===== src/rtl/glitc_intercom_pkg.sv =====
// ---------------------------------------------------------------------------
// glitc_intercom_pkg
//   Shared definitions for the intercom receive aligner: word width, the
//   default per-lane training word and the aligner state encoding.
//   Ports: none (package).
// ---------------------------------------------------------------------------
package glitc_intercom_pkg;

  // Bits per deserialized word on each lane.
  localparam int WORD_BITS = 8;

  // Default training word. No rotation of 8'hA5 equals itself, so a match
  // can only occur at exactly one frame phase.
  localparam logic [WORD_BITS-1:0] DEFAULT_TRAIN_PATTERN = 8'hA5;

  // Alignment state machine encoding.
  typedef enum logic [1:0] {
    IDLE   = 2'd0,
    SEARCH = 2'd1,
    VERIFY = 2'd2,
    LOCKED = 2'd3
  } state_e;

endpackage


===== src/rtl/glitc_intercom_lane_deser.sv =====
// ---------------------------------------------------------------------------
// glitc_intercom_lane_deser
//   One intercom lane: input register, MSB-first shift register and a word
//   capture register. The parent decides where frame boundaries fall and
//   pulses i_capture on the boundaries whose word should be presented.
//
//   Ports:
//     clk_i      fabric clock, lane sampled on the rising edge
//     rst_n_i    synchronous active-low reset
//     i_bit      raw lane bit from the input buffer
//     i_capture  load the current word into the capture register
//     o_word     word formed this cycle (shift history + newest bit)
//     o_data     last captured word, MSB = first bit received
// ---------------------------------------------------------------------------
module glitc_intercom_lane_deser
  import glitc_intercom_pkg::*;
(
  input  logic                 clk_i,
  input  logic                 rst_n_i,
  input  logic                 i_bit,
  input  logic                 i_capture,
  output logic [WORD_BITS-1:0] o_word,
  output logic [WORD_BITS-1:0] o_data
);

  logic                 r_in;
  logic [WORD_BITS-2:0] r_shift;
  logic [WORD_BITS-1:0] r_data;
  logic [WORD_BITS-1:0] w_word;

  // The registered input bit is the eighth (newest) bit of the word, so the
  // history register only needs to hold the seven older bits.
  assign w_word = {r_shift, r_in};
  assign o_word = w_word;
  assign o_data = r_data;

  // Input register, shift history and capture register. Shifting runs every
  // cycle regardless of alignment state; only capture is gated.
  always_ff @(posedge clk_i) begin
    if (!rst_n_i) begin
      r_in    <= 1'b0;
      r_shift <= '0;
      r_data  <= '0;
    end else begin
      r_in    <= i_bit;
      r_shift <= w_word[WORD_BITS-2:0];
      if (i_capture) begin
        r_data <= w_word;
      end
    end
  end

endmodule


===== src/rtl/glitc_intercom_rx_aligner.sv =====
// ---------------------------------------------------------------------------
// glitc_intercom_rx_aligner
//   Deserializes NBITS intercom lanes into 8-bit words on a common frame
//   phase and trains that phase against TRAIN_PATTERN by bit-slipping.
//   Framed words are strobed out in VERIFY and LOCKED.
//
//   Optional build macro: GLITC_INTERCOM_RX_ERRCNT_EN
//     defined   : err_count_o counts training fall-backs (saturating)
//     undefined : err_count_o is tied to zero
//
//   Ports:
//     clk_i        fabric clock
//     rst_n_i      synchronous active-low reset
//     in_i         NBITS buffered intercom lanes
//     disable_i    forces IDLE and clears alignment status
//     retrain_i    pulse, sends VERIFY/LOCKED back to SEARCH
//     data_o       framed words, lane i at [8i+7:8i]
//     valid_o      one-cycle strobe for data_o
//     locked_o     high while LOCKED
//     align_err_o  sticky: 8 slips without a match
//     err_count_o  training error count (see macro above)
// ---------------------------------------------------------------------------
module glitc_intercom_rx_aligner
  import glitc_intercom_pkg::*;
#(
  parameter int                   NBITS         = 4,
  parameter logic [WORD_BITS-1:0] TRAIN_PATTERN = DEFAULT_TRAIN_PATTERN,
  parameter int                   LOCK_COUNT    = 4
) (
  input  logic                       clk_i,
  input  logic                       rst_n_i,
  input  logic [NBITS-1:0]           in_i,
  input  logic                       disable_i,
  input  logic                       retrain_i,
  output logic [NBITS*WORD_BITS-1:0] data_o,
  output logic                       valid_o,
  output logic                       locked_o,
  output logic                       align_err_o,
  output logic [15:0]                err_count_o
);

  localparam logic [3:0] LOCK_CNT = 4'(LOCK_COUNT);
  localparam logic [2:0] LAST_BIT = 3'(WORD_BITS - 1);

  state_e               r_state;
  state_e               w_state_nxt;
  logic [2:0]           r_frame;
  logic                 r_hold;
  logic [2:0]           r_slip_cnt;
  logic [2:0]           w_slip_cnt_nxt;
  logic [3:0]           r_match_cnt;
  logic [3:0]           w_match_cnt_nxt;
  logic [3:0]           w_match_inc;
  logic                 r_valid;
  logic                 r_align_err;
  logic                 w_boundary;
  logic                 w_strobe;
  logic                 w_all_match;
  logic                 w_slip;
  logic                 w_set_err;
  logic                 w_clr_err;
  logic [WORD_BITS-1:0] w_lane_word [NBITS];

  assign w_boundary  = (r_frame == LAST_BIT);
  assign w_strobe    = w_boundary && ((r_state == VERIFY) || (r_state == LOCKED));
  assign w_match_inc = r_match_cnt + 4'd1;

  assign valid_o     = r_valid;
  assign locked_o    = (r_state == LOCKED);
  assign align_err_o = r_align_err;

  // One deserializer per lane, all sharing the same boundary strobe so every
  // lane is framed on the same phase.
  for (genvar g = 0; g < NBITS; g++) begin : g_lane
    glitc_intercom_lane_deser u_lane (
      .clk_i     (clk_i),
      .rst_n_i   (rst_n_i),
      .i_bit     (in_i[g]),
      .i_capture (w_strobe),
      .o_word    (w_lane_word[g]),
      .o_data    (data_o[g*WORD_BITS +: WORD_BITS])
    );
  end

  // A training match needs every lane to show the pattern on the same word.
  always_comb begin
    w_all_match = 1'b1;
    for (int i = 0; i < NBITS; i++) begin
      if (w_lane_word[i] != TRAIN_PATTERN) begin
        w_all_match = 1'b0;
      end
    end
  end

  // Next-state logic. disable_i outranks retrain_i, which outranks the
  // normal boundary-driven transitions, so a retrain on the boundary that
  // would have locked still lands in SEARCH.
  always_comb begin
    w_state_nxt     = r_state;
    w_slip_cnt_nxt  = r_slip_cnt;
    w_match_cnt_nxt = r_match_cnt;
    w_slip          = 1'b0;
    w_set_err       = 1'b0;
    w_clr_err       = 1'b0;

    if (disable_i) begin
      w_state_nxt     = IDLE;
      w_slip_cnt_nxt  = '0;
      w_match_cnt_nxt = '0;
      w_clr_err       = 1'b1;
    end else if (retrain_i && ((r_state == VERIFY) || (r_state == LOCKED))) begin
      w_state_nxt     = SEARCH;
      w_match_cnt_nxt = '0;
    end else begin
      case (r_state)
        IDLE: begin
          w_state_nxt    = SEARCH;
          w_slip_cnt_nxt = '0;
          w_clr_err      = 1'b1;
        end
        SEARCH: begin
          if (w_boundary) begin
            if (w_all_match) begin
              w_state_nxt     = (LOCK_COUNT <= 1) ? LOCKED : VERIFY;
              w_match_cnt_nxt = 4'd1;
              w_slip_cnt_nxt  = '0;
            end else begin
              // A full rotation of slips without a match flags an error and
              // starts the rotation count over.
              w_slip = 1'b1;
              if (r_slip_cnt == 3'd7) begin
                w_slip_cnt_nxt = '0;
                w_set_err      = 1'b1;
              end else begin
                w_slip_cnt_nxt = r_slip_cnt + 3'd1;
              end
            end
          end
        end
        VERIFY: begin
          if (w_boundary) begin
            if (w_all_match) begin
              w_match_cnt_nxt = w_match_inc;
              if (w_match_inc >= LOCK_CNT) begin
                w_state_nxt = LOCKED;
              end
            end else begin
              // Phase was already found once; go back to searching without
              // disturbing it.
              w_state_nxt     = SEARCH;
              w_match_cnt_nxt = '0;
            end
          end
        end
        LOCKED: begin
          w_state_nxt = LOCKED;
        end
        default: begin
          w_state_nxt = IDLE;
        end
      endcase
    end
  end

  // State, training counters, strobe and sticky alignment error.
  always_ff @(posedge clk_i) begin
    if (!rst_n_i) begin
      r_state     <= IDLE;
      r_slip_cnt  <= '0;
      r_match_cnt <= '0;
      r_valid     <= 1'b0;
      r_align_err <= 1'b0;
    end else begin
      r_state     <= w_state_nxt;
      r_slip_cnt  <= w_slip_cnt_nxt;
      r_match_cnt <= w_match_cnt_nxt;
      r_valid     <= w_strobe;
      if (w_clr_err) begin
        r_align_err <= 1'b0;
      end else if (w_set_err) begin
        r_align_err <= 1'b1;
      end
    end
  end

  // Frame counter. A slip is decided on a boundary (counter = 7), so the
  // counter wraps to 0 as usual and then holds at 0 for one extra cycle;
  // that pushes the next boundary one bit later.
  always_ff @(posedge clk_i) begin
    if (!rst_n_i) begin
      r_frame <= '0;
      r_hold  <= 1'b0;
    end else if (w_slip) begin
      r_frame <= r_frame + 3'd1;
      r_hold  <= 1'b1;
    end else if (r_hold) begin
      r_hold  <= 1'b0;
    end else begin
      r_frame <= r_frame + 3'd1;
    end
  end

`ifdef GLITC_INTERCOM_RX_ERRCNT_EN
  logic [15:0] r_err_cnt;
  logic        w_err_event;

  // One event per cycle at most: a VERIFY mismatch fall-back or a retrain
  // out of LOCKED. A simultaneous disable_i is a shutdown, not an error.
  assign w_err_event = !disable_i &&
                       (((r_state == LOCKED) && retrain_i) ||
                        ((r_state == VERIFY) && w_boundary && !w_all_match));

  // Saturating error counter, cleared only by reset.
  always_ff @(posedge clk_i) begin
    if (!rst_n_i) begin
      r_err_cnt <= '0;
    end else if (w_err_event && (r_err_cnt != 16'hFFFF)) begin
      r_err_cnt <= r_err_cnt + 16'd1;
    end
  end

  assign err_count_o = r_err_cnt;
`else
  assign err_count_o = '0;
`endif

endmodule


===== config.mk =====
export PLATFORM = sky130hd
export DESIGN_NAME = glitc_intercom_rx_aligner
export DESIGN_NICKNAME = d
export VERILOG_FILES = /design/src/rtl/glitc_intercom_pkg.sv /design/src/rtl/glitc_intercom_lane_deser.sv /design/src/rtl/glitc_intercom_rx_aligner.sv
export SDC_FILE = /design/constraint.sdc
export NUM_CORES = 1
export LEC_CHECK = 0
export CORE_ASPECT_RATIO = 2
export CORE_UTILIZATION = 30
export DETAILED_ROUTE_END_ITERATION = 8
export PLACE_DENSITY = 0.48
export SYNTH_ARGS = -nofsm -noshare
export SYNTH_HDL_FRONTEND = slang
export SYNTH_SLANG_ARGS = --single-unit
export TNS_END_PERCENT = 5

===== constraint.sdc =====
create_clock -name clk_i -period 2.1 [get_ports clk_i]
set_clock_uncertainty 0.1 [all_clocks]
set_input_delay 0.21 -clock clk_i [delete_from_list [all_inputs] [get_ports clk_i]]
set_output_delay 0.21 -clock clk_i [all_outputs]
set_load 0.005 [all_outputs]

# --- Word-level counts from Yosys, hierarchy flattened ---
# Cells that the tools add are included.
totals:
  register_bits: 79
  latch_bits: 0
  ramBits: 0
  mem_bits_ro: 0
  input_bits: 8
  output_inout_bits: 51
  mem_count: 0
op_classes:
  add_sub_neg: 3
  mul: 0
  div: 0
  order_cmp: 1
  n_eq_ne: 18
  shifts: 0
  muxes: 37
  n_bitwise: 2
  reduce_logical: 13
ops:
  columns: ["cell", "count"]
  rows:
  - ["$ne A8 B8 Y1 const B", 4]
  - ["$mux W1", 20]
  - ["$mux W4", 4]
  - ["$mux W3", 5]
  - ["$reduce_and A4 Y1", 3]
  - ["$mux W2", 5]
  - ["$pmux W2 S4", 1]
  - ["$pmux W4 S2", 1]
  - ["$add A3 B1 Y3 const B", 2]
  - ["$eq A3 B3 Y1 const B", 2]
  - ["$ne A2 B2 Y1 const B", 3]
  - ["$ne A3 B2 Y1 const B", 2]
  - ["$ne A3 B3 Y1 const B", 2]
  - ["$pmux W3 S2", 1]
  - ["$add A4 B1 Y4 const B", 1]
  - ["$eq A2 B2 Y1 const B", 2]
  - ["$ge A4 B3 Y1 const B", 1]
  - ["$ne A4 B2 Y1 const B", 1]
  - ["$reduce_bool A2 Y1", 2]
  - ["$reduce_or A2 Y1", 2]
  - ["$reduce_and A3 Y1", 1]
  - ["$reduce_or A3 Y1", 1]
  - ["$eq A2 B1 Y1 const B", 1]
  - ["$logic_and A1 B1 Y1", 2]
  - ["other kinds (4)", 5]

# --- Logic depth before layout (Yosys ltp) ---
# Gate-level depths: netlist of the first run.
logic_depth:
  word_depth: 11
  depth_mapped: 8
  depth_no_buf: 7

# --- Cells and area by module ---
# From an unflattened synthesis of the first run, not the netlist that was laid out.
unflattened:
  cells_unflattened: 297
  area_unflattened_um2: 3196.8
by_module_without_submodules:
  columns: ["module", "n_inst", "cells_each", "area_per_inst_um2", "seq_area_each_um2"]
  rows:
  - ["glitc_intercom_lane_deser", 4, 43, 524.3, 320.3]
  - ["glitc_intercom_rx_aligner", 1, 125, 1099.8, 300.3]

# --- Least setup slack after synthesis of the first run ---
# No wires, ideal clock.
synth_timing:
  kind: "reg-to-reg"
  start: "register r_frame[0]"
  end: "register r_slip_cnt[1]"
  setup_time_ns: 0.120
  arrival_time_ns: 1.454
  slack_ns: 0.427
  stages_incl_launch_ff: 9
  n_path_buf: 1
  path_cell_list: "dfxtp_1 -> ha_1 -> ha_1 -> inv_1 -> clkbuf_1 -> a21oi_1 -> nand2_1 -> a2bb2oi_1 -> nor2_1"
synth_between:
  elab_chain_len: 3
synth_rtl:
  columns: ["element", "line_no", "source"]
  rows:
  - ["from (decl)", "glitc_intercom_rx_aligner.sv:47", "logic [2:0] r_frame;"]
  - ["from (signal assigned)", "glitc_intercom_rx_aligner.sv:194", "r_frame <= r_frame + 3'd1;"]
  - ["from (signal assigned)", "glitc_intercom_rx_aligner.sv:199", "r_frame <= r_frame + 3'd1;"]
  - ["$eq A3 B3 Y1", "glitc_intercom_rx_aligner.sv:64", "assign w_boundary = (r_frame == LAST_BIT);"]
  - ["$ne A2 B2 Y1 (no line)", null, null]
  - ["$reduce_and A3 Y1 (no line)", null, null]
  - ["to (signal assigned)", "glitc_intercom_rx_aligner.sv:175", "r_slip_cnt <= w_slip_cnt_nxt;"]
  - ["to (decl)", "glitc_intercom_rx_aligner.sv:49", "logic [2:0] r_slip_cnt;"]
# No other way between the ends.
# A chain may end at the register's enable or synchronous reset.

# --- Final worst setup path of the first run ---
layout_timing:
  start: "register r_state[1]"
  end: "output locked_o"
layout_between:
  elab_chain_len: 1
layout_rtl:
  columns: ["element", "line_no", "source"]
  rows:
  - ["from (decl)", "glitc_intercom_rx_aligner.sv:45", "state_e r_state;"]
  - ["from (signal assigned)", "glitc_intercom_rx_aligner.sv:174", "r_state <= w_state_nxt;"]
  - ["$eq A2 B2 Y1", "glitc_intercom_rx_aligner.sv:69", "assign locked_o = (r_state == LOCKED);"]
  - ["to (decl)", "glitc_intercom_rx_aligner.sv:37", "output logic locked_o,"]
# No other way between the ends.

==> results of run 1 <==
[synthesized netlist by cell type, types with 3 or more instances]
| master | count | area [µm²] |
|---|---|---|
| dfxtp_1 | 79 | 1580 |
| nand2_1 | 77 | 289 |
| a21oi_1 | 40 | 200 |
| and2_1 | 32 | 200 |
| buf_4 | 16 | 120 |
| clkbuf_1 | 15 | 56.3 |
| nor2_1 | 7 | 26.3 |
| nand3_1 | 6 | 30.0 |
| ha_1 | 5 | 62.6 |
| a31oi_1 | 3 | 18.8 |
| inv_1 | 3 | 11.3 |
| mux2i_1 | 3 | 30.0 |
| nand2b_1 | 3 | 18.8 |
| nor4b_4 | 3 | 71.3 |
| o21ai_0 | 3 | 15.0 |
[state kept, by name, indices dropped and copies added, names as in the netlist]
signal / count
r_frame: 3
align_err_o: 1
r_slip_cnt: 3
r_state: 2
g_lane.u_lane.o_data: 32
valid_o: 1
g_lane.u_lane.r_in: 4
g_lane.u_lane.r_shift: 28
r_hold: 1
r_match_cnt: 4
[metal layers]
metal  vias to the layer above  track usage, %  wire length [µm]
li1                       1155               -                 -
met1                      1034            15.6              2720
met2                        49            24.2              3560
met3                         7            3.33               236
met4                         0            5.48                89
met5                         -               0                 0
[kinds of logic (layout without fill, tap and decap cells)]
| family | Yosys count | count (layout) | synth area share (%) |
|---|---|---|---|
| adders and majority gates | 5 | 5 | 2.04 |
| muxes | 3 | 3 | 0.978 |
| buffers and inverters | 37 | 71 | 6.56 |
| xor gates and xnor gates | 2 | 2 | 0.571 |
| DFF | 79 | 79 | 51.5 |
| and+or+nand+nor | 149 | 149 | 27.5 |
| AOI/OAI and AO/OA | 56 | 56 | 10.8 |
| other | 1 | 16 | 0.122 |
[cell usage in the layout (no fill, tap or decap), types with 5 or more instances in the layout]
| cell | n |
|---|---|
| conb_1 | 16 |
| clkbuf_16 | 9 |
| and2_1 | 32 |
| clkdlybuf4s50_1 | 42 |
| nand3_1 | 6 |
| nand2_1 | 77 |
| nor2_1 | 7 |
| dfxtp_1 | 79 |
| buf_4 | 9 |
| a21oi_1 | 40 |
| ha_1 | 5 |
[final cells by class]
type / count / area [µm²] / share of cell area [%]
clock buffers: 13 / 250 / 6.48
clock inverters: 3 / 18.8 / 0.486
inverters: 4 / 15.0 / 0.389
multi-input cells: 231 / 1340 / 34.8
flip-flops and latches: 79 / 1580 / 40.9
well taps: 132 / 165 / 4.28
repair buffers: 51 / 488 / 12.6
[power breakdown]
group / internal, mW / leakage (nW) / switching [mW]
clock: 0.831 / 0.134 / 0.561
sequential: 1.52 / 0.639 / 0.0144
combinational: 0.0386 / 0.655 / 0.0520
[critical path, cell delays in order (launching register included)]
cell and delay (ps):
dfxtp_1 550, nand2_1 130, inv_1 70, clkdlybuf4s50_1 490
[worst max path at each step]
| stage | slack [ps] | endpoint | cells after the start |
|---|---|---|---|
| 5_1_grt | 120 | locked_o | 3 |
| 6_report | 240 | locked_o | 3 |
| 3_3_place_gp | 440 | r_slip_cnt[0]$_SDFFE_PP0P_ | 6 |
| 3_5_place_dp | 400 | r_slip_cnt[0]$_SDFFE_PP0P_ | 6 |
| 2_1_floorplan | 430 | r_slip_cnt[1]$_SDFFE_PP0P_ | 8 |
| 4_1_cts | 210 | locked_o | 3 |
==> metrics.cfg, run 1 <==
[run_status]
status = complete, no violations

[place]
place_area_um2 = 3590
preCtsSetupSlack_ps = 401
dpl.hpwl_um = 4780
io_buffers = 42
placed_cells = 497
gp_congestion = 0.716

[critical_path]
crit_start = r_state[1]$_SDFFE_PP0P_
rr_startpoint = g_lane[2].u_lane.r_shift[2]$_SDFF_PN0_
worstReg2RegEnd = r_frame[1]$_SDFFE_PN0P_
worst_ep_required_time_ps = 1790
reg2reg_slack_ps = 380
crit_fanout = 13
crit_type = reg2out
ff2ff_path_depth = 5
crit_arrival_ps = 1550
cp-end-kind = primary output
crit_path_start_kind = flip-flop

[sta]
setup_viol = 0
tns_ps = 0
maxSlewViolCount = 0
hold_violations = 0
layout_setup_ws_ps = 239
fin_crit_sh_pct = 88.6
fin_crit_ps = 1860
holdWs_ps = 354
fmax_mhz = 537
rsz0062_at_grt = false

[clock_tree]
clkTransAtPathRegs_ps = 60
cts_max_level = 3
tritoncts = built
cts_sinks = 79
clockBufferDepth = 2
cts_buffers = 9
post_cts_buffers = 0
ctsHoldBuffers = 0
root_buffer = clkbuf_16
clkLatencyLatePin_ps = 320
post_cts_resized = 0

[cells_and_area]
diodes = 0
finish.utilization_pct = 39.3
design_area_um2 = 3860
num-fill-cells = 1027
fin_cells = 513
areaGrowthSynthToFinish_pct = 25.8
nNetsFinal = 389
drive_above_1_share_pct = 9.19

[global_route]
grt_overflow = 0
grt_pass1_wl_um = 11300
grt_max_degree = 39
grt_use_total_pct = 13.8
grt_pass1_vias = 2339
grt_antenna_before_repair = 0

[yosys]
ys_types = 44
syn_avg_cell_area_um2 = 9.25
synthesis.area_um2 = 3070
syn_inst = 332
synth_seq_cells = 79
ys_warn_count = 0
yosysSeqAreaShare_pct = 51.5
synth_edf_count = 0
synth_flop_cell = dfxtp_1
synthArstFlopShare_pct = 0

[routing]
routedWlPerCell_um = 12.9
drc = 0
via_count = 2245
drt_pass1_iterations = 4
via_per_inst = 4.38
routed_wl_um = 6600
first_iter_violations = 86
ant_nets = 0

[die]
coreArea_um2 = 9830
initial_utilization_pct = 31.2
die_h_um = 145
rows = 51
dieArea_um2 = 10700
ios = 59
die_w_um = 73.5

[power_and_ir_drop]
totalPowerFinal_mw = 3.02
p_leak_nw = 1.43
power_per_cell_area_nw_per_um2 = 781
ir_drop_v = 0.000566

[min_path]
min_to = g_lane[0].u_lane.o_data[7]$_SDFFE_PN0P_
holdCritPathClass = reg2reg
worstHoldPathCells = 2
min_from = g_lane[0].u_lane.r_shift[6]$_SDFF_PN0_

[flow_run]
cap_viol_max_count = 0

(Power assumes the default switching activity.)
==> run 2, diff against run 1 <==
--- a/config.mk
+++ b/config.mk
@@ -6,9 +6,11 @@
 export NUM_CORES = 1
 export LEC_CHECK = 0
 export CORE_ASPECT_RATIO = 2
+export CORE_MARGIN = 1
 export CORE_UTILIZATION = 30
 export DETAILED_ROUTE_END_ITERATION = 8
 export PLACE_DENSITY = 0.48
+export SLEW_MARGIN = 20
 export SYNTH_ARGS = -nofsm -noshare
 export SYNTH_HDL_FRONTEND = slang
 export SYNTH_SLANG_ARGS = --single-unit
==> results of run 2 <==
No change in the layout: final DEF, timing and power equal those of run 1.
